<file path="src/rtl/tty_host_ctl.sv">
// -----------------------------------------------------------------------------
// tty_host_ctl
//   CPU-side initiator for the byte-wide UART handshake used by the PDP-8
//   console TTY device. Single-cycle IOT strobes (TLS, TCF, KRB) become
//   request/acknowledge sequences toward the UART. The block also keeps the
//   KL8E-style printer/keyboard flags, the receive buffer and the interrupt
//   request.
//
//   Optional feature macro: TTY_IRQ_EN
//     defined   - interrupt-enable register written by io_ie_wr;
//                 irq = ie & (tx_flag | rx_flag), registered (1-cycle latency)
//     undefined - no ie register, irq tied low, io_ie_wr/io_ie_data unused
//
//   The reset input is asynchronous and active low.
// -----------------------------------------------------------------------------
module tty_host_ctl #(
  parameter int TX_GUARD = 2,   // cycles to wait for tx_empty to fall (min 1)
  parameter int DATA_W   = 8    // character width
) (
  input  logic              clk,
  input  logic              reset,
  // IOT decode side
  input  logic              io_tx_load,
  input  logic [DATA_W-1:0] io_tx_data,
  input  logic              io_tx_clrflag,
  input  logic              io_rx_read,
  input  logic              io_ie_wr,
  input  logic              io_ie_data,
  // UART transmit handshake
  output logic              tx_req,
  input  logic              tx_ack,
  output logic [DATA_W-1:0] tx_data,
  input  logic              tx_empty,
  // UART receive handshake
  output logic              rx_req,
  input  logic              rx_ack,
  input  logic              rx_empty,
  input  logic [DATA_W-1:0] rx_data,
  // TTY status toward the CPU
  output logic              tx_flag,
  output logic              rx_flag,
  output logic [DATA_W-1:0] rx_buf,
  output logic              tx_busy,
  output logic              irq
);

  // A guard of zero would never expire, so it is clamped to one.
  localparam int GUARD_LD = (TX_GUARD < 1) ? 1 : TX_GUARD;
  localparam int GUARD_W  = (GUARD_LD < 2) ? 1 : $clog2(GUARD_LD + 1);

  typedef enum logic [1:0] {
    T_IDLE  = 2'd0,
    T_REQ   = 2'd1,
    T_WAIT  = 2'd2,
    T_DRAIN = 2'd3
  } tx_state_t;

  typedef enum logic [1:0] {
    R_IDLE = 2'd0,
    R_REQ  = 2'd1,
    R_CAPT = 2'd2
  } rx_state_t;

  tx_state_t          tx_state;
  rx_state_t          rx_state;
  logic [GUARD_W-1:0] guard;

  // ---------------------------------------------------------------------------
  // Request lines and busy are pure decodes of the registered state, so they
  // are glitch-free and drop the cycle after the ack is sampled.
  // ---------------------------------------------------------------------------
  assign tx_req  = (tx_state == T_REQ);
  assign rx_req  = (rx_state == R_REQ);
  assign tx_busy = (tx_state != T_IDLE);

  // ---------------------------------------------------------------------------
  // Transmit FSM: load character, request, then wait for the UART to finish.
  // ---------------------------------------------------------------------------
  // If the UART never drops tx_empty within the guard window (very fast
  // transmitter, or a model that completes instantly), the character is
  // treated as already sent.
  always_ff @(posedge clk or negedge reset) begin
    if (!reset) begin
      tx_state <= T_IDLE;
      tx_data  <= '0;
      tx_flag  <= 1'b0;
      guard    <= '0;
    end else begin
      // NOTE: non-blocking assignments to the same register in one block
      // resolve to the last one executed, so the FSM's flag set below wins
      // over this clear when both happen in the same cycle.
      if (io_tx_clrflag) begin
        tx_flag <= 1'b0;
      end

      case (tx_state)
        T_IDLE: begin
          if (io_tx_load) begin
            tx_data  <= io_tx_data;
            tx_flag  <= 1'b0;
            tx_state <= T_REQ;
          end
        end

        T_REQ: begin
          if (tx_ack) begin
            guard    <= GUARD_W'(GUARD_LD);
            tx_state <= T_WAIT;
          end
        end

        T_WAIT: begin
          if (!tx_empty) begin
            tx_state <= T_DRAIN;
          end else if (guard == GUARD_W'(1)) begin
            tx_flag  <= 1'b1;
            tx_state <= T_IDLE;
          end else begin
            guard <= guard - GUARD_W'(1);
          end
        end

        T_DRAIN: begin
          if (tx_empty) begin
            tx_flag  <= 1'b1;
            tx_state <= T_IDLE;
          end
        end

        default: tx_state <= T_IDLE;
      endcase
    end
  end

  // ---------------------------------------------------------------------------
  // Receive FSM: fetch one character whenever the buffer is free.
  // ---------------------------------------------------------------------------
  // No request is issued while rx_flag is set, so an unread character can
  // never be overwritten. A CPU read coinciding with a capture loses to the
  // capture, so the new character stays flagged.
  always_ff @(posedge clk or negedge reset) begin
    if (!reset) begin
      rx_state <= R_IDLE;
      rx_buf   <= '0;
      rx_flag  <= 1'b0;
    end else begin
      if (io_rx_read) begin
        rx_flag <= 1'b0;
      end

      case (rx_state)
        R_IDLE: begin
          if (!rx_flag && !rx_empty) begin
            rx_state <= R_REQ;
          end
        end

        R_REQ: begin
          if (rx_ack) begin
            rx_state <= R_CAPT;
          end
        end

        R_CAPT: begin
          // rx_data is valid in the cycle after rx_ack, i.e. this one.
          rx_buf   <= rx_data;
          rx_flag  <= 1'b1;
          rx_state <= R_IDLE;
        end

        default: rx_state <= R_IDLE;
      endcase
    end
  end

`ifdef TTY_IRQ_EN
  logic ie;

  // Interrupt enable register and registered interrupt request.
  always_ff @(posedge clk or negedge reset) begin
    if (!reset) begin
      ie  <= 1'b0;
      irq <= 1'b0;
    end else begin
      if (io_ie_wr) begin
        ie <= io_ie_data;
      end
      irq <= ie & (tx_flag | rx_flag);
    end
  end
`else
  // Interrupts are not built; the enable write port is left unconnected.
  logic unused_ie;
  assign unused_ie = io_ie_wr ^ io_ie_data;
  assign irq       = 1'b0;
`endif

endmodule

</file>
<file path="config.mk">
export PLATFORM = sky130hd
export DESIGN_NAME = tty_host_ctl
export DESIGN_NICKNAME = d
export VERILOG_FILES = /design/src/rtl/tty_host_ctl.sv
export SDC_FILE = /design/constraint.sdc
export NUM_CORES = 1
export LEC_CHECK = 0
export CAP_MARGIN = 20
export CORE_MARGIN = 8
export CORE_UTILIZATION = 42
export DETAILED_ROUTE_END_ITERATION = 7
export PLACE_DENSITY = 0.83
export SETUP_SLACK_MARGIN = 0.3
export SLEW_MARGIN = 20
export SYNTH_ARGS = -nofsm -noshare
export SYNTH_HDL_FRONTEND = slang
export SYNTH_SLANG_ARGS = --single-unit
</file>
<file path="constraint.sdc">
create_clock -name clk -period 3 [get_ports clk]
set_input_delay 0.45 -clock clk [delete_from_list [all_inputs] [get_ports clk]]
set_output_delay 0.45 -clock clk [all_outputs]
set_load 0.05 [all_outputs]
</file>
# --- Yosys cells after proc, flatten, opt, wreduce, memory -nomap -nowiden ---
# Cells that the tools add are included.
word_totals:
  reg_bits: 24
classes:
  n_addsub: 1
  eq_ne: 14
  mux: 20
  reduce_logical: 12
op_table:
  columns: ["op", "count"]
  rows:
  - ["2-to-1 mux 2 bit", 9]
  - ["!= test 2 bit, second input constant", 5]
  - ["one-hot mux 2 bit (2 select lines)", 2]
  - ["one-hot mux 2 bit (4 select lines)", 1]
  - ["AND reduction 4 bit", 2]
  - ["2-to-1 mux 1 bit", 7]
  - ["== test 2 x 1 -> 1 bit, second input constant", 3]
  - ["== test 2 bit, second input constant", 3]
  - ["nonzero test 2 bit", 3]
  - ["logical NOT 2 bit", 2]
  - ["!= test 2 x 1 -> 1 bit, second input constant", 2]
  - ["AND reduction 2 bit", 2]
  - ["!= test 3 bit, second input constant", 1]
  - ["one-hot mux 1 bit (3 select lines)", 1]
  - ["logical NOT 1 bit", 2]
  - ["subtractor 2 x 1 -> 2 bit, second input constant", 1]
  - ["logical AND 1 bit", 1]

# --- Logic depth before layout (Yosys ltp) ---
depth:
  depth_word: 4
  mapped_depth: 5
  depth_no_buf: 5

# --- Least setup slack after synthesis ---
# Ideal clock, no wire load.
synth_path:
  kind: "register -> output"
  startpoint: "register tx_state[1]"
  endpoint: "output tx_req"
  t_arrival_ns: 1.180
  required_ns: 2.550
  path_slack_ns: 1.370
  stages_incl_launch_ff: 3
  path_cell_list: "dfrtp_1 buf_6 nor2b_1"
synth_between:
  elab_chain_cells: 1
synth_lines:
  columns: ["element", "line", "rtl"]
  rows:
  - ["from (decl)", "64", "tx_state_t tx_state;"]
  - ["from (signal assigned)", "84", "tx_state <= T_IDLE;"]
  - ["from (signal assigned)", "101", "tx_state <= T_REQ;"]
  - ["from (signal assigned)", "108", "tx_state <= T_WAIT;"]
  - ["== test 2 x 1 -> 1 bit", "72", "assign tx_req = (tx_state == T_REQ);"]
  - ["to (decl)", "30", "output logic tx_req,"]
# No other way between the ends.

# --- Final worst setup path ---
layout_path:
  startpoint: "register tx_state[1]"
  endpoint: "output tx_busy"
layout_between:
  elab_chain_cells: 1
layout_lines:
  columns: ["element", "line", "rtl"]
  rows:
  - ["nonzero test 2 bit", "74", "assign tx_busy = (tx_state != T_IDLE);"]
  - ["to (decl)", "43", "output logic tx_busy,"]
# No other way between the ends.

==> impl_metrics.tcl <==
set metrics [dict create \
    gp_congestion 0.6833 \
    intPower_mw 0.9814 \
    cts_setup_buffers 0 \
    path_max_fanout 10 \
    max_stage_delay_ps 810 \
    final_common_cell "clkdlybuf4s50_1" \
    numCtsBuffers 3 \
    multi_input_area_um2 374.1 \
    cp_cell_sequence "or2_4 -> clkdlybuf4s50_1" \
    p_sw_mw 0.9017 \
    htreeDepth 1 \
    ys_types 24 \
    cp.required_ps 2550 \
    rows 18 \
    layout_common_cells "clkdlybuf4s50_1, dfrtp_1, mux2_2, inv_1, nor2_1" \
    min_path_cells 1 \
    place_ws_ps 1018 \
    cp.arrival_ps 1870 \
    post_cts_resized 0 \
    swShare 0.4788 \
    die_h_um 65.12 \
    start_util 0.4245 \
    fin_setup_tns_ps 0 \
    area_growth_syn_to_layout_pct 50.12 \
    diodes 0 \
    clockRootBuffer "clkbuf_4" \
    grt_setup_unrepaired "no" \
    overflow 0 \
    grt_first_pass_wirelength_um 3691 \
    vdd_drop_max_uv 737.8 \
    clock-sinks 24 \
    nNetsFinal 152 \
    seq_area_um2 600.6 \
    grt_pass1_vias 761 \
    worst_pin_slew_ps 741.0 \
    n_fill_cell 201 \
    relSlewSlack 0.5050 \
    synthCells 76 \
    clk_latency_ps 310 \
    cts.path.max_buffers 2 \
    synth_fp_nets 104 \
    critPathSlowestCell "clkdlybuf4s50_1" \
    buffer_ports.inserted 45 \
    pwr-share-comb 0.604 \
    core_area_um2 2387 \
    power.density_nw_per_um2 1238 \
    drcViolationCount 0 \
    startpoint_type "flip-flop" \
    holdBufCountCts 0 \
    power_leakage_nw 0.6641 \
    drive_gt1_frac 0.1951 \
    dpl.hpwl_um 1917 \
    ant_nets 0 \
    wl_um 2340 \
    cap_violations 0 \
    track_usage 0.1112 \
    post-route-min-period_ps 2318 \
    cts_tree "built" \
    wl_per_cell_um 15.29 \
    fin_ws_ps 682.3 \
    status "finished clean" \
    report.final.slew_viol_count 0 \
    finalClockSkew_ps 9.679 \
    clockPowerShare 0.087 \
    r2r_setup_slack_ps 1400 \
    syn_area_um2 1013 \
    seq_power_share 0.309 \
    antenna_found_initial 0 \
    fmax_mhz 431.5 \
    syn_area_per_cell_um2 13.34 \
    via_per_inst 4.778 \
    num_io_pins 49 \
    post-route-period-util 0.7726 \
    rr_worst_depth 4 \
    vias 731 \
    dieArea_um2 4241 \
    clkSlewWorstSetupHoldPaths_ps 130 \
    ys.warnings.count 0 \
    grt_max_degree 25 \
    crit_type "reg2out" \
    die_x_um 65.12 \
    finalSetupViolations 0 \
    dr.pass1.iters 4 \
    critPathCaptureType "output pin" \
    ys_ff_latch 24 \
    min_path_type "reg2reg" \
    first_iter_violations 29 \
    hold_viol 0 \
    ys_seq_area_frac 0.5926 \
]
==> synth_stat cells, drive strengths merged <==
| cell | number | area share |
|---|---|---|
| dfrtp | 24 | 0.59 |
| mux2 | 17 | 0.19 |
| nor2 | 5 | 0.035 |
| inv | 4 | 0.015 |
| a21oi | 3 | 0.015 |
| buf | 3 | 0.023 |
| nor2b | 3 | 0.019 |
| o21ai | 3 | 0.015 |
| nand2 | 2 | 0.0074 |
| a21o | 1 | 0.0074 |
| a22oi | 1 | 0.0074 |
| a311oi | 1 | 0.0086 |
| and2 | 1 | 0.0062 |
| conb | 1 | 0.0037 |
| ha | 1 | 0.012 |
| mux2i | 1 | 0.0099 |
| nand2b | 1 | 0.0062 |
| nor3 | 1 | 0.0049 |
| nor3b | 1 | 0.0074 |
| o211ai | 1 | 0.0074 |
| or2 | 1 | 0.0086 |
==> flip-flops by register name (all words and copies together) (netlist names) <==
register  count
rx_state      2
guard         2
tx_flag       1
tx_data       8
rx_flag       1
rx_buf        8
tx_state      2
==> critical path, delay by kind of cell, from the launching register on <==
kind	cells	cell delay (ps)
buffers and inverters	1	810
AND/OR/NAND/NOR	1	220
flip-flops	1	540
==> path summary, 6_finish.rpt <==
check | endpoint | start
hold reg to reg | rx_state[0] | rx_state[1]
min in group asynchronous | rx_state[1] | reset
setup / recovery | tx_busy | tx_state[1]
setup reg to reg | guard[1] | guard[0]
max in group asynchronous | rx_buf[7] | reset
hold / removal | rx_state[0] | rx_state[1]
==> through the flow <==
stage | hold WS (ps) | power [mW] | util | area, um^2 | std cells
after CTS | 462.5 | 1.905 | 0.6373 | 1521 | 153
after floorplan | 154.4 | 1.356 | - | 1013 | 76
after global routing | 487.7 | 1.980 | 0.6373 | 1521 | 153
final | 468.0 | 1.883 | 0.6373 | 1521 | 153
after detailed placement | 446.8 | 1.740 | 0.6221 | 1485 | 149
after global placement | 445.1 | 1.701 | 0.6221 | 1485 | 149
==> metal layers <==
metal,track usage,wire length (um),vias to the layer above
met1,0.1159,917,350
met2,0.1988,1200,26
met4,0.04905,29,0
met3,0.03741,192,2
li1,-,-,353
met5,0,0,-
==> cell type report <==
| cell class | count | share of cell area |
|---|---|---|
| Inverter | 4 | 0.009868 |
| Tap cell | 30 | 0.02467 |
| Clock buffer | 4 | 0.02385 |
| Sequential cell | 24 | 0.3947 |
| Multi-Input combinational cell | 45 | 0.2459 |
| Timing Repair Buffer | 46 | 0.3010 |
==> power by group through the flow <==
stage                     registers [mW]  logic (mW)  clock network [mW]
after detailed placement           0.589        1.15                   0
final                              0.581        1.14               0.165
after global routing               0.603        1.19               0.187
after global placement             0.575        1.13                   0
after CTS                          0.582        1.15               0.172
after floorplan                    0.994       0.362                   0
==> cell families (layout without fill, tap and decap cells) <==
group	Yosys count	after routing	synth area share
AOI/OAI and AO/OA	10	10	0.06050
adders and majority gates	1	1	0.01234
buffers and inverters	7	54	0.03826
DFF	24	24	0.5926
muxes	18	18	0.1988
other	1	1	0.003700
and+or+nand+nor	15	15	0.09384
(Power assumes the default switching activity.)
